File: src/rtl/ppi_pkg.sv
// ppi_pkg: shared state encoding and control-word field positions for the 8255A Port A Mode 1 block
package ppi_pkg;
  typedef enum logic [2:0] {IDLE, IN_EMPTY, IN_FULL, OUT_EMPTY, OUT_FULL, OUT_ACKED} state_e;
  localparam int MODE_FLAG = 7;
  localparam int GA_MODE_HI = 6;
  localparam int GA_MODE_LO = 5;
  localparam int PA_DIR = 4;
  localparam logic [2:0] INTE_A_IN = 3'd4;
  localparam logic [2:0] INTE_A_OUT = 3'd6;
  localparam logic [1:0] MODE1 = 2'b01;
endpackage

File: src/rtl/ppi_sync_edge.sv
// ppi_sync_edge: multi-flop synchronizer with one-cycle fall/rise pulses on an async active-low pin
// Ports: clk, rst_n (async active-low), in_i (async pin), fall_o / rise_o (one-cycle pulses).
// With PPI_STB_FILTER_EN a fall is only reported after FILTER_LEN consecutive low samples;
// FILTER_LEN=1 is plain edge detection.
module ppi_sync_edge #(
  parameter int SYNC_STAGES = 2
`ifdef PPI_STB_FILTER_EN
  , parameter int FILTER_LEN = 3
`endif
) (
  input  logic clk,
  input  logic rst_n,
  input  logic in_i,
  output logic fall_o,
  output logic rise_o
);
  logic [SYNC_STAGES-1:0] sync_q;
  logic prev_q;
  logic lvl;
  assign lvl = sync_q[SYNC_STAGES-1];
  always_ff @(posedge clk or negedge rst_n)
    if (!rst_n) begin
      sync_q <= '1;
      prev_q <= 1'b1;
    end else begin
      sync_q <= {sync_q[SYNC_STAGES-2:0], in_i};
      prev_q <= lvl;
    end
  assign rise_o = ~prev_q & lvl;
`ifdef PPI_STB_FILTER_EN
  localparam int CW = $clog2(FILTER_LEN + 1);
  localparam logic [CW-1:0] FMAX = CW'(FILTER_LEN);
  localparam logic [CW-1:0] FHIT = CW'(FILTER_LEN - 1);
  logic [CW-1:0] cnt_q;
  // counts low samples already seen; saturating so the fall fires exactly once per low period
  always_ff @(posedge clk or negedge rst_n)
    if (!rst_n) cnt_q <= '0;
    else cnt_q <= lvl ? '0 : (cnt_q == FMAX ? cnt_q : cnt_q + 1'b1);
  assign fall_o = ~lvl && cnt_q == FHIT;
`else
  assign fall_o = prev_q & ~lvl;
`endif
endmodule

File: src/rtl/ppi_porta_mode1_ctrl.sv
// ppi_porta_mode1_ctrl: 8255A Port A Mode 1 strobed-I/O control word decode and STB/ACK handshake
// Ports: ctrl_wr/bus_cpu control words; wr_a/rd_a/cpu_data_in CPU side; port_a_in, stb_a_n, ack_a_n
// pin side; port_a_out/port_a_oe/cpu_data_out data; ibf_a, obf_a_n, intr_a, overrun_a, mode1_active status.
// Optional macro PPI_STB_FILTER_EN adds a FILTER_LEN low-sample glitch filter on STB.
module ppi_porta_mode1_ctrl
  import ppi_pkg::*;
#(
  parameter int SYNC_STAGES = 2
`ifdef PPI_STB_FILTER_EN
  , parameter int FILTER_LEN = 3
`endif
) (
  input  logic       clk,
  input  logic       rst_n,
  input  logic       ctrl_wr,
  input  logic [7:0] bus_cpu,
  input  logic       wr_a,
  input  logic       rd_a,
  input  logic [7:0] cpu_data_in,
  input  logic [7:0] port_a_in,
  input  logic       stb_a_n,
  input  logic       ack_a_n,
  output logic [7:0] port_a_out,
  output logic       port_a_oe,
  output logic [7:0] cpu_data_out,
  output logic       ibf_a,
  output logic       obf_a_n,
  output logic       intr_a,
  output logic       overrun_a,
  output logic       mode1_active
);
  state_e state_q, state_d;
  logic [7:0] out_q, out_d, din_q, din_d;
  logic oe_q, oe_d, ibf_q, ibf_d, obf_n_q, obf_n_d, intr_q, intr_d, ovr_q, ovr_d, m1_q, m1_d, inte_q, inte_d;
  logic stb_fall, stb_rise, ack_fall, ack_rise, in_mode, out_mode, mode1_sel;
  ppi_sync_edge #(
    .SYNC_STAGES(SYNC_STAGES)
`ifdef PPI_STB_FILTER_EN
    , .FILTER_LEN(FILTER_LEN)
`endif
  ) u_stb (.clk(clk), .rst_n(rst_n), .in_i(stb_a_n), .fall_o(stb_fall), .rise_o(stb_rise));
  ppi_sync_edge #(
    .SYNC_STAGES(SYNC_STAGES)
`ifdef PPI_STB_FILTER_EN
    , .FILTER_LEN(1)
`endif
  ) u_ack (.clk(clk), .rst_n(rst_n), .in_i(ack_a_n), .fall_o(ack_fall), .rise_o(ack_rise));
  assign in_mode = state_q == IN_EMPTY || state_q == IN_FULL;
  assign out_mode = state_q == OUT_EMPTY || state_q == OUT_FULL || state_q == OUT_ACKED;
  assign mode1_sel = bus_cpu[GA_MODE_HI:GA_MODE_LO] == MODE1;
  always_ff @(posedge clk or negedge rst_n)
    if (!rst_n) begin
      state_q <= IDLE;
      out_q <= '0;
      din_q <= '0;
      oe_q <= 1'b0;
      ibf_q <= 1'b0;
      obf_n_q <= 1'b1;
      intr_q <= 1'b0;
      ovr_q <= 1'b0;
      m1_q <= 1'b0;
      inte_q <= 1'b0;
    end else begin
      state_q <= state_d;
      out_q <= out_d;
      din_q <= din_d;
      oe_q <= oe_d;
      ibf_q <= ibf_d;
      obf_n_q <= obf_n_d;
      intr_q <= intr_d;
      ovr_q <= ovr_d;
      m1_q <= m1_d;
      inte_q <= inte_d;
    end
  always_comb begin
    state_d = state_q;
    out_d = out_q;
    din_d = din_q;
    oe_d = oe_q;
    ibf_d = ibf_q;
    obf_n_d = obf_n_q;
    intr_d = intr_q;
    ovr_d = ovr_q;
    m1_d = m1_q;
    inte_d = inte_q;
    if (ctrl_wr) begin
      if (bus_cpu[MODE_FLAG]) begin
        m1_d = mode1_sel;
        state_d = !mode1_sel ? IDLE : bus_cpu[PA_DIR] ? IN_EMPTY : OUT_EMPTY;
        oe_d = mode1_sel & ~bus_cpu[PA_DIR];
        ibf_d = 1'b0;
        obf_n_d = 1'b1;
        intr_d = 1'b0;
        ovr_d = 1'b0;
        inte_d = 1'b0;
      end else if ((in_mode && bus_cpu[3:1] == INTE_A_IN) || (out_mode && bus_cpu[3:1] == INTE_A_OUT)) begin
        inte_d = bus_cpu[0];
        intr_d = intr_q & bus_cpu[0];
      end
    end else begin
      case (state_q)
        IN_EMPTY: if (stb_fall) begin
          din_d = port_a_in;
          ibf_d = 1'b1;
          state_d = IN_FULL;
        end
        IN_FULL: if (rd_a) begin
          // a strobe landing with the read refills the buffer right after it empties
          intr_d = 1'b0;
          ibf_d = stb_fall;
          din_d = stb_fall ? port_a_in : din_q;
          state_d = stb_fall ? IN_FULL : IN_EMPTY;
        end else begin
          intr_d = stb_rise ? inte_q : intr_q;
          ovr_d = ovr_q | stb_fall;
        end
        OUT_EMPTY, OUT_ACKED: if (wr_a) begin
          out_d = cpu_data_in;
          obf_n_d = 1'b0;
          intr_d = 1'b0;
          state_d = OUT_FULL;
        end else if (state_q == OUT_ACKED && ack_rise) begin
          intr_d = inte_q;
          state_d = OUT_EMPTY;
        end
        OUT_FULL: begin
          out_d = wr_a ? cpu_data_in : out_q;
          obf_n_d = ack_fall | obf_n_q;
          state_d = ack_fall ? OUT_ACKED : OUT_FULL;
        end
        default: ;
      endcase
    end
  end
  assign port_a_out = out_q;
  assign port_a_oe = oe_q;
  assign cpu_data_out = din_q;
  assign ibf_a = ibf_q;
  assign obf_a_n = obf_n_q;
  assign intr_a = intr_q;
  assign overrun_a = ovr_q;
  assign mode1_active = m1_q;
endmodule

File: config.mk
export PLATFORM = sky130hd
export DESIGN_NAME = ppi_porta_mode1_ctrl
export DESIGN_NICKNAME = d
export VERILOG_FILES = /design/src/rtl/ppi_pkg.sv /design/src/rtl/ppi_sync_edge.sv /design/src/rtl/ppi_porta_mode1_ctrl.sv
export SDC_FILE = /design/constraint.sdc
export NUM_CORES = 1
export LEC_CHECK = 0
export CORE_MARGIN = 2
export CORE_UTILIZATION = 45
export DETAILED_ROUTE_END_ITERATION = 16
export PLACE_DENSITY = 0.81
export SETUP_SLACK_MARGIN = 0.3
export SYNTH_ARGS = -nofsm -noshare
export SYNTH_HDL_FRONTEND = slang
export SYNTH_SLANG_ARGS = --single-unit
File: constraint.sdc
create_clock -name clk -period 2 [get_ports clk]
set_input_delay 0.3 -clock clk [delete_from_list [all_inputs] [get_ports clk]]
set_output_delay 0.3 -clock clk [all_outputs]
set_load 0.01 [all_outputs]
### After elaboration in Yosys (flattened, before gate mapping)

Cells that the tools add are included.

* word-level logic and storage cells: 106
* output and inout port bits: 22
* input bits: 31
* register bits: 32

* reductions and logical operators: 25
* mux-type cells: 36
* bitwise gates (word level): 14
* equal/unequal tests: 17

Operators by type and width (number)
* $mux W1: 20
* $mux W3: 6
* $mux W8: 2
* $pmux W8 S2: 1
* $eq A3 B3 Y1 const B: 4
* $pmux W3 S4: 1
* $reduce_and A3 Y1: 4
* $ne A3 B3 Y1 const B: 3
* $reduce_bool A3 Y1: 3
* $ne A4 B4 Y1 const B: 2
* $reduce_and A4 Y1: 2
* $and A1 B1 Y1: 6
* $eq A3 B2 Y1 const B: 2
* $mux W2: 3
* $not A1 Y1: 6
* $pmux W1 S2: 3
* $reduce_bool A2 Y1: 3
* $reduce_and A5 Y1: 1
* $reduce_bool A5 Y1: 1
* $logic_or A1 B1 Y1: 4
* $ne A2 B2 Y1 const B: 2
* $reduce_and A2 Y1: 2
* $eq A3 B1 Y1 const B: 1
* $logic_and A1 B1 Y1: 3
* other kinds (6): 7

### Depth between registers and ports, before layout

Gate-level depths: netlist (run 1).

* word-level depth: 8
* mapped depth: 7
* depth with buffers taken out: 5

### By module

A second synthesis (run 1) with hierarchy kept.

* cells, all modules: 131
* area, all modules: 1571.5 um^2

By module, submodules not included
* ppi_porta_mode1_ctrl: instances 1, cells each 121, area each 1383.8 um^2, sequential area each 651.9 um^2
* ppi_sync_edge: instances 2, cells each 5, area each 93.8 um^2, sequential area each 78.8 um^2

### Worst setup path before layout (run 1)

Ideal clock, no wire load.

* path kind: register -> register
* start: register state_q[1]
* end: register din_q[0], in the netlist cpu_data_out[0]
* data required time: 1.875 ns
* path slack: 0.488 ns
* cell stages (with the launch flop): 5
* arrival time: 1.387 ns
* library setup time: 0.125 ns
* path through: dfrtp_1 > buf_4 > and3b_1 > o211ai_4 > mux2_2

* longest elaborated chain between the ends: 3
* elaborated cells between the ends (all ways): 6

Ends and longest elaborated chain
* start, declared: line ppi_porta_mode1_ctrl.sv:32 `state_e state_q, state_d;`
* start signal, assigned: line ppi_porta_mode1_ctrl.sv:64 `state_q <= state_d;`
* $eq A3 B2 Y1 or $eq A3 B1 Y1 (tied branches): line ppi_porta_mode1_ctrl.sv:101 `case (state_q)`
* $ne A2 B2 Y1 (no line) or $reduce_bool A2 Y1 (tied branches)
* $reduce_and A3 Y1 (no line)
* end signal, assigned: line ppi_porta_mode1_ctrl.sv:66 `din_q <= din_d;`
* end, declared: line ppi_porta_mode1_ctrl.sv:33 `logic [7:0] out_q, out_d, din_q, din_d;`

Several ways; a longest one is shown, not always the timed one.
A chain may end at the register's enable or synchronous reset.

### Worst setup path after layout (run 1)

* start: register state_q[1]
* end: register state_q[0]

* longest elaborated chain between the ends: 4
* elaborated cells between the ends (all ways): 14

Ends and longest elaborated chain (line)
* $eq A3 B2 Y1 or $eq A3 B3 Y1 (tied branches): ppi_porta_mode1_ctrl.sv:101, ppi_porta_mode1_ctrl.sv:122
* $reduce_or A2 Y1 or $logic_and A1 B1 Y1 (tied branches): ppi_porta_mode1_ctrl.sv:101, ppi_porta_mode1_ctrl.sv:122
* $ne A4 B4 Y1 (no line) (tied with other cells)
* $reduce_and A5 Y1 (no line) or $mux W3 (tied branches)

Several ways; a longest one is shown, not always the timed one.

==> metrics.csv, run 1 <==
metric,value,unit
setup total negative slack,0,ps
full die area,0.00405,sq mm
Synth Instances,131,
# rows,21,
Slew Limit Fails,0,
WL final,3.59,mm
relative slew slack,73.2,%
root buf cell,clkbuf_4,
Final GP Congestion,0.909,
CP max stage delay,530,ps
Tightest Hold Check Type,in -> async,
CTS Hold Bufs,0,
slowest CP cell,or4b_4,
H-tree depth,2,
vias in the first global route,1338,
setup violators final,0,
syn nets,162,
Nets,225,
crit path kind,reg -> reg,
sequential share of the synthesized area,50.6,%
die width,63.6,um
Final Cycle Share,82.0,%
# DRC,0,
hpwl dp,2.55,mm
final clock skew,6.16,ps
Worst setup EP type,flip-flop,
Die Height,63.6,um
Layout area overhead,42.2,%
worst-margin pin slew,402,ps
routed wire length per instance,14.9,um
leakage power,0.953,nW
CP Max Fanout,9,
main combinational cell family by area after synthesis,compound AO/OA/AOI/OAI gates,
GRT Util Overall,18.8,%
I/O pins,53,
grt ovf,0,
DR vias,1289,
Initial Utilization,47.5,%
"Cell Area, Synth",0.00160,sq mm
final hold violations,0,
Avg Vias per Cell,5.35,
CP arrival,1900,ps
TritonCTS Buffers,5,
Core Footprint,0.00336,sq mm
IO buf count,52,
clk_lat worst skew,330,ps
xor-xnor portion of the synthesized cell area,1.56,%
"Design Area, Final",0.00227,sq mm
CP cell instances,nand2b_2 > or4b_4 > a31o_1 > o21ai_2,
MaxCap Viol Count,0,
global-route wire length before repair,5.96,mm
multiplexer area fraction after synthesis,13.1,%
"commonest non-fill, non-tap cell in the layout",clkdlybuf4s50_1,
r2r worst-path depth,4,
DRT iter0 DRCs,73,
status,finished clean,
Tmin final,1640,ps
"Distinct cells, synth",42,
total iterations of the first detailed-routing run,4,
Worst EP required,2260,ps
CTS tree,done,
power per cell area,1180,mW/mm^2
antenna cells,0,
maximum VDD drop,0.000842,V
Final ANT Viol Nets,0,
initial antenna violation count,0,
"Clk pin slew, worst setup/hold paths",100,ps
Syn Area/Cell,12.2,sq um
simple-gate portion of the synthesized area,13.7,%
Longest Clk Path Bufs,2,
"flops & latches, synth",32,
post-synthesis adder-cell area fraction,0,%
crit path launch type,flip-flop,
ratio of cells with drive above 1 in the final layout,26.2,%
unrepaired setup endpoints after global routing,no,
Placed Area,0.00217,sq mm
most frequent cells in the layout,"clkdlybuf4s50_1, dfrtp_1, nand2_1",
complex-gate fraction of the synthesized area,17.5,%
clk sink count,32,
Max Fclk,610,MHz
maximum number of pins on one net before global-route repair,33,
Synth Warn #,0,
==> synthesized netlist by cell type, drive strengths merged <==
library cell / number / area share, %
nand3: 2 / 0.63
o21ai: 9 / 3.1
o211ai: 4 / 2.7
o311ai: 2 / 2.2
mux2: 16 / 13
nand2b: 5 / 2.1
nor3: 1 / 0.31
dfrtp: 25 / 39
xnor2: 1 / 0.55
a21o: 2 / 0.94
dfstp: 7 / 12
nand2: 13 / 3.2
a31oi: 3 / 1.2
and2b: 2 / 1.0
o32ai: 1 / 1.0
o21a: 2 / 0.94
a22o: 1 / 0.55
buf: 6 / 2.7
nor2b: 6 / 2.3
a31o: 2 / 1.1
or4b: 1 / 0.86
and3b: 2 / 1.1
a21oi: 4 / 1.3
inv: 3 / 0.70
xor2: 1 / 1.0
nor2: 3 / 0.70
o31ai: 2 / 0.94
nor4b: 1 / 0.55
o2bb2ai: 1 / 0.55
and4b: 1 / 0.86
a211o: 2 / 1.1
==> logic make-up after synthesis <==
group           count (synthesis)
simple gates                   37
compound gates                 35
flops                          32
mux                            16
buf+inv                         9
xor+xnor                        2
==> stage by stage <==
step	std cells	utilization, %	worst slack [ps]	power (W)	hold slack [ps]
5_1_grt	241	67.6	304	0.00285	353
2_1_floorplan	131	-	488	0.00171	4.41
3_5_place_dp	226	64.5	129	0.00224	348
3_3_place_gp	226	64.5	154	0.00221	346
6_report	241	67.6	361	0.00268	359
4_1_cts	234	66.0	318	0.00261	361
==> registers in the layout, indices dropped and copies added, names as in the netlist, 2 cells and up <==
signal and cells:
port_a_out 8, u_stb.sync_q 2, cpu_data_out 8, u_ack.sync_q 2
state_q 3
==> where the power goes <==
part	switching [W]	internal [W]
Clock	0.000213	0.000137
Combinational	0.000488	0.000783
Sequential	0.000176	0.000882
==> area by class of cell <==
cell class,count,area [sq um]
fill,271,1090
sequential,32,813
timing repair buffer,62,607
clock inverter,1,5.00
inverter,3,11.3
tap,46,57.6
clock buffer,7,45.0
multi-input combinational,90,734
==> repair_timing <==
item	in CTS	in global routing
cloned	0	0
buffers inserted	0	7
endpoints found under the setup margin	13	4
resized for setup	4	0
endpoints found under the hold margin	0	0
==> worst max-delay path, delay by kind of cell, from the launching register on <==
family          cells  cell delay, ps
flops               1             470
compound gates      2             330
simple gates        2             760
==> metal layers <==
metal  GRT usage (%)  part of all wire (%)
met2            28.8                    48
met4            8.42                   1.8
met5               0                     0
met3            8.21                   9.3
met1            23.0                    41
==> worst paths after layout <==
kind,endpoint,from,slack (ps)
min in group clk,u_ack.sync_q[1],u_ack.sync_q[0],360
worst min register to register,u_ack.sync_q[1],u_ack.sync_q[0],360
worst max register to register,state_q[0],state_q[1],360
max in group asynchronous,u_ack.sync_q[0],rst_n,1310
worst min-delay path,overrun_a,rst_n,360
worst max-delay path,state_q[0],state_q[1],360
Power figures use the tool's default switching activity.
==> run 2: changes to the inputs <==
- clock period: 2 -> 1.65 ns (I/O delays scaled with it)
==> metrics.csv, run 2 (synthesis results as in run 1) <==
metric,value,unit,change
maximum number of pins on one net before global-route repair,33,,unchanged
hpwl dp,2.73,mm,was 2.55 mm
DRT iter0 DRCs,32,,was 73
ratio of cells with drive above 1 in the final layout,37.6,%,was 26.2%
Final ANT Viol Nets,0,,unchanged
total iterations of the first detailed-routing run,6,,was 4
final clock skew,6.83,ps,was 6.16 ps
placed cells,240,,was 226
full die area,0.00405,sq mm,unchanged
antenna cells,0,,unchanged
CP Max Fanout,6,,was 9
post-layout util,75.5,%,was 67.6%
Die Height,63.6,um,unchanged
IO buf count,52,,unchanged
Initial Utilization,47.5,%,unchanged
Final Cycle Share,95.3,%,was 82.0%
routed wire length per instance,15.9,um,was 14.9 um
I/O pins,53,,unchanged
status,finished clean,,unchanged
leakage power,1.14,nW,was 0.953 nW
clk_lat worst skew,340,ps,was 330 ps
Final GP Congestion,0.927,,was 0.909
Layout area overhead,58.8,%,was 42.2%
die width,63.6,um,unchanged
unrepaired setup endpoints after global routing,yes,,was no
crit path launch type,flip-flop,,unchanged
DR vias,1361,,was 1289
global-route wire length before repair,6.68,mm,was 5.96 mm
CTS tree,done,,unchanged
Max Fclk,636,MHz,was 610 MHz
area of the multi-input gates,830,sq um,was 734 sq um
Tightest Hold Check Type,in -> async,,unchanged
Placed Area,0.00228,sq mm,was 0.00217 sq mm
relative slew slack,73.6,%,was 73.2%
Nets,240,,was 225
power per cell area,1430,mW/mm^2,was 1180 mW/mm^2
Non-Filler Instances,256,,was 241
Slew Limit Fails,0,,unchanged
"Design Area, Final",0.00254,sq mm,was 0.00227 sq mm
CP arrival,1790,ps,was 1900 ps
worst-margin pin slew,396,ps,was 402 ps
Core Footprint,0.00336,sq mm,unchanged
MaxCap Viol Count,0,,unchanged
GRT Util Overall,21.7,%,was 18.8%
maximum VDD drop,0.000807,V,was 0.000842 V
Avg Vias per Cell,5.32,,was 5.35
WHS,311,ps,was 359 ps
TritonCTS Buffers,5,,unchanged
Worst setup EP type,flip-flop,,unchanged
initial antenna violation count,0,,unchanged
crit path kind,reg -> reg,,unchanged
root buf cell,clkbuf_4,,unchanged
"commonest non-fill, non-tap cell in the layout",clkdlybuf4s50_1,,unchanged
Tmin final,1570,ps,was 1640 ps
Fill cells,251,,was 271
grt ovf,0,,unchanged
setup violators final,0,,unchanged
"Clk pin slew, worst setup/hold paths",100,ps,about the same
# DRC,0,,unchanged
Worst EP required,1870,ps,was 2260 ps
# rows,21,,unchanged
vias in the first global route,1441,,was 1338
WL final,4.08,mm,was 3.59 mm
final hold violations,0,,unchanged
Longest Clk Path Bufs,2,,unchanged
H-tree depth,2,,unchanged
most frequent cells in the layout,"clkdlybuf4s50_1, dfrtp_1, dlygate4sd2_1",,"was clkdlybuf4s50_1, dfrtp_1, nand2_1"
register area,812,sq um,was 813 sq um
clk sink count,32,,unchanged
CTS Hold Bufs,0,,unchanged
setup total negative slack,0,ps,unchanged
[run 2: what timing repair did]
item | 4_1_cts | 5_1_grt
pin swaps | 9 | 5
buffers inserted | 6 | 1
endpoints found under the setup margin | 45 | 25
gates cloned | 1 | 0
resized for setup | 40 | 8
[run 2: area by class of cell]
class | instances | area share (%)
Clock buffer | 7 | 2.56
Clock inverter | 1 | 1.18
Inverter | 3 | 0.444
Multi-Input combinational cell | 90 | 32.7
Sequential cell | 32 | 32.0
Tap cell | 46 | 2.27
Timing Repair Buffer | 77 | 28.9
[run 2: per-stage QoR]
step	setup slack, ps	power [W]
2_1_floorplan	184	0.00209
3_3_place_gp	-125	0.00278
3_5_place_dp	-131	0.00282
4_1_cts	123	0.00355
5_1_grt	7.99	0.00384
6_report	78.0	0.00362
[run 2: critical path, cell delays in order (launching register included)]
cell and delay, ps:
dfrtp_1 460, and2b_2 280, and4b_4 220, o32ai_4 280, a211o_1 140, nand3_1 70
[run 2: power breakdown]
group          switching (W)  internal [W]  leakage (nW)
sequential          0.000193       0.00107         0.387
clock               0.000272      0.000402        0.0515
combinational       0.000724      0.000961         0.701
total                0.00119       0.00243          1.14
[run 2: path summary, 6_finish.rpt]
check	from	endpoint	slack (ps)	cells after the start
worst max-delay path	state_q[0]	intr_a	80	5
worst min-delay path	rst_n	mode1_active	310	2
worst max register to register	state_q[0]	intr_a	80	5
worst min register to register	u_ack.sync_q[0]	u_ack.sync_q[1]	360	0
max in group asynchronous	rst_n	obf_a_n	1010	2
min in group clk	stb_a_n	u_stb.sync_q[0]	310	1
[run 2: routing by layer]
layer	track usage, %	vias to the layer above	routed length (um)
li1	-	628	-
met1	27.4	658	1740
met2	33.9	61	1960
met3	5.71	14	236
met4	11.7	0	140
met5	0	-	0
==> run 3: changes to the inputs <==
- SYNTH_HIERARCHICAL: not set -> 1
==> metrics.csv, run 3 <==
metric,value,unit,change
status,"complete, but fails checks",,was finished clean
failing checks,setup timing,,
CTS Hold Bufs,0,,unchanged
I/O pins,53,,unchanged
WHS,284,ps,was 311 ps
top post-synthesis cells by area,"dfrtp_1, mux2_2, dfstp_2, nor2b_1, o21ai_0",,"was dfrtp_1, dfstp_2, mux2_4, mux2_2, nand2_1"
Tmin final,1690,ps,was 1570 ps
Synth Instances,131,,unchanged
Max Fclk,591,MHz,was 636 MHz
power per cell area,1520,mW/mm^2,was 1430 mW/mm^2
# DRC,0,,unchanged
combinational share of power,56.7,%,was 46.5%
Initial Utilization,47.1,%,was 47.5%
Yosys top cell by area,dfrtp_1,,unchanged
Nets,253,,was 240
unrepaired setup endpoints after global routing,yes,,unchanged
routed wire length per instance,16.9,um,was 15.9 um
IO buf count,52,,unchanged
H-tree depth,2,,unchanged
ratio of cells with drive above 1 in the final layout,43.0,%,was 37.6%
clock share of power,11.7,%,was 18.6%
"Clk pin slew, worst setup/hold paths",100,ps,about the same
relative slew slack,73.2,%,was 73.6%
crit path launch type,flip-flop,,unchanged
Synth Warn #,6,,was 0
vias in the first global route,1497,,was 1441
clk_lat worst skew,340,ps,about the same
DR vias,1399,,was 1361
Tightest Hold Check Type,in -> async,,unchanged
initial antenna violation count,0,,unchanged
Layout area overhead,70.1,%,was 58.8%
maximum number of pins on one net before global-route repair,33,,unchanged
met2 Use GR,40.3,%,was 33.9%
Fill cells,214,,was 251
"Cell Area, Synth",0.00157,sq mm,was 0.00160 sq mm
Worst setup EP type,flip-flop,,unchanged
"flops & latches, synth",32,,unchanged
die width,63.1,um,was 63.6 um
most frequent cells in the layout,"clkdlybuf4s50_1, buf_4, dfrtp_1",,"was clkdlybuf4s50_1, dfrtp_1, dlygate4sd2_1"
Placed Area,0.00237,sq mm,was 0.00228 sq mm
"Most Used Layer, Global Route",met2,,unchanged
worst-margin pin slew,401,ps,was 396 ps
root buf cell,clkbuf_4,,unchanged
Overall Power,0.00406,W,was 0.00362 W
FF-to-FF setup slack,-40,ps,was 80 ps
Final Cycle Share,102,%,was 95.3%
grt ovf,0,,unchanged
CP dominant cell by count,o32a_1,,
hpwl dp,2.97,mm,was 2.73 mm
# rows,21,,unchanged
placed cells,249,,was 240
clk sink count,32,,unchanged
met1 Use GR,26.3,%,was 27.4%
switching part of the total,34.8,%,was 32.8%
Worst EP required,1890,ps,was 1870 ps
CTS tree,done,,unchanged
full die area,0.00398,sq mm,was 0.00405 sq mm
Longest Clk Path Bufs,2,,unchanged
Core Footprint,0.00334,sq mm,was 0.00336 sq mm
antenna cells,0,,unchanged
TritonCTS Buffers,5,,unchanged
WL final,4.54,mm,was 4.08 mm
r2r worst-path depth,5,,unchanged
CP cell instances,buf_6 > nand2b_4 > o32a_1 > and2_1 > o32a_1,,was and2b_2 > and4b_4 > o32ai_4 > a211o_1 > nand3_1
CP max stage delay,460,ps,about the same
share of synthesized flip-flops with an asynchronous set or reset,100,%,unchanged
maximum VDD drop,0.00104,V,was 0.000807 V
Final GP Congestion,0.787,,was 0.927
Avg Vias per Cell,5.20,,was 5.32
Final ANT Viol Nets,0,,unchanged
"Design Area, Final",0.00267,sq mm,was 0.00254 sq mm
leakage power,1.23,nW,was 1.14 nW
DRT iter0 DRCs,46,,was 32
syn nets,162,,unchanged
Internal,0.00264,W,was 0.00243 W
CP arrival,1930,ps,was 1790 ps
setup total negative slack,-68.2,ps,was 0 ps
GRT Util Overall,23.1,%,was 21.7%
final hold violations,0,,unchanged
sequential share of the synthesized area,51.5,%,was 50.6%
slowest CP cell,dfrtp_2,,was dfrtp_1
Synth top cells by count,"dfrtp_1, mux2_2, nand2_1, o21ai_0",,"was dfrtp_1, nand2_1, mux2_4, dfstp_2, mux2_2"
sw power,0.00141,W,was 0.00119 W
final clock skew,8.73,ps,was 6.83 ps
cell with the most instances after synthesis,dfrtp_1,,unchanged
crit path kind,reg -> reg,,unchanged
Non-Filler Instances,269,,was 256
Syn Area/Cell,12.0,sq um,was 12.2 sq um
sequential share of power,31.6,%,was 34.8%
total iterations of the first detailed-routing run,4,,was 6
CP Max Fanout,4,,was 6
Die Height,63.1,um,was 63.6 um
number of synthesized flops with an enable pin,0,,unchanged
setup violators final,3,,was 0
GRT met3 Usage,6.61,%,was 5.71%
Yosys top cell area share,39.8,%,was 39.1%
post-route worst setup slack,-41.2,ps,was 78.0 ps
"Distinct cells, synth",42,,unchanged
MaxCap Viol Count,0,,unchanged
Slew Limit Fails,0,,unchanged
global-route wire length before repair,7.04,mm,was 6.68 mm
dominant synthesized flop cell,dfrtp_1,,unchanged
-- run 3: power by group through the flow --
stage               Clock [W]  Combinational, W  Sequential, W
detailed placement          0           0.00189        0.00130
finish               0.000476           0.00230        0.00128
floorplan                   0          0.000932        0.00134
CTS                  0.000486           0.00201        0.00128
global route         0.000524           0.00245        0.00131
global placement            0           0.00184        0.00128
-- run 3: area by class of cell --
type                    instances  area, sq um  area share, %
multi-input cells              90          911           34.1
repair buffers                 90          823           30.8
flip-flops and latches         32          812           30.4
clock buffers                   8         58.8           2.20
well taps                      46         57.6           2.15
inverters                       3         11.3          0.421
-- run 3: kinds of logic (layout without fill, tap and decap cells) --
kind of cell | count (synthesis) | in the layout | synth area share [%]
flip-flops | 32 | 32 | 51.5
multiplexers | 20 | 20 | 14.3
buffers and inverters | 9 | 101 | 3.34
XOR/XNOR | 1 | 1 | 0.557
AND/OR/NAND/NOR | 37 | 37 | 15.7
AO/OA/AOI/OAI | 32 | 32 | 14.7
-- run 3: worst paths after layout --
kind                                 start         endpoint
max reg2reg                     state_q[2]           intr_a
min                                  rst_n  cpu_data_out[6]
min reg2reg                u_stb/sync_q[0]  u_stb/sync_q[1]
max                             state_q[2]           intr_a
max in group asynchronous            rst_n     u_ack/prev_q
min in group clk                   ack_a_n  u_ack/sync_q[0]
-- run 3: metrics by stage --
stage / utilization (%) / setup slack (ps)
after global routing: 80.1 / -75.8
final: 80.1 / -41.2
after CTS: 76.2 / -35.2
after global placement: 71.0 / -260
after floorplan: - / 56.1
after detailed placement: 71.0 / -284
-- run 3: what timing repair did --
item | 4_1_cts | 5_1_grt
setup buffers | 7 | 5
setup endpoints to repair | 45 | 23
pin swaps | 6 | 8
cloned | 0 | 0
gates resized for setup | 48 | 26
-- run 3: metal layers --
metal / vias up / part of all wire [%]
li1: 661 / -
met1: 680 / 42
met2: 51 / 50
met3: 7 / 5.6
met4: 0 / 2.2
met5: - / 0
-- run 3: worst max-delay path: cells and delay by family, from the launching register on --
family | cells | cell delay (ps)
compound gates | 2 | 690
flops | 1 | 460
simple gates | 2 | 300
buf+inv | 1 | 140
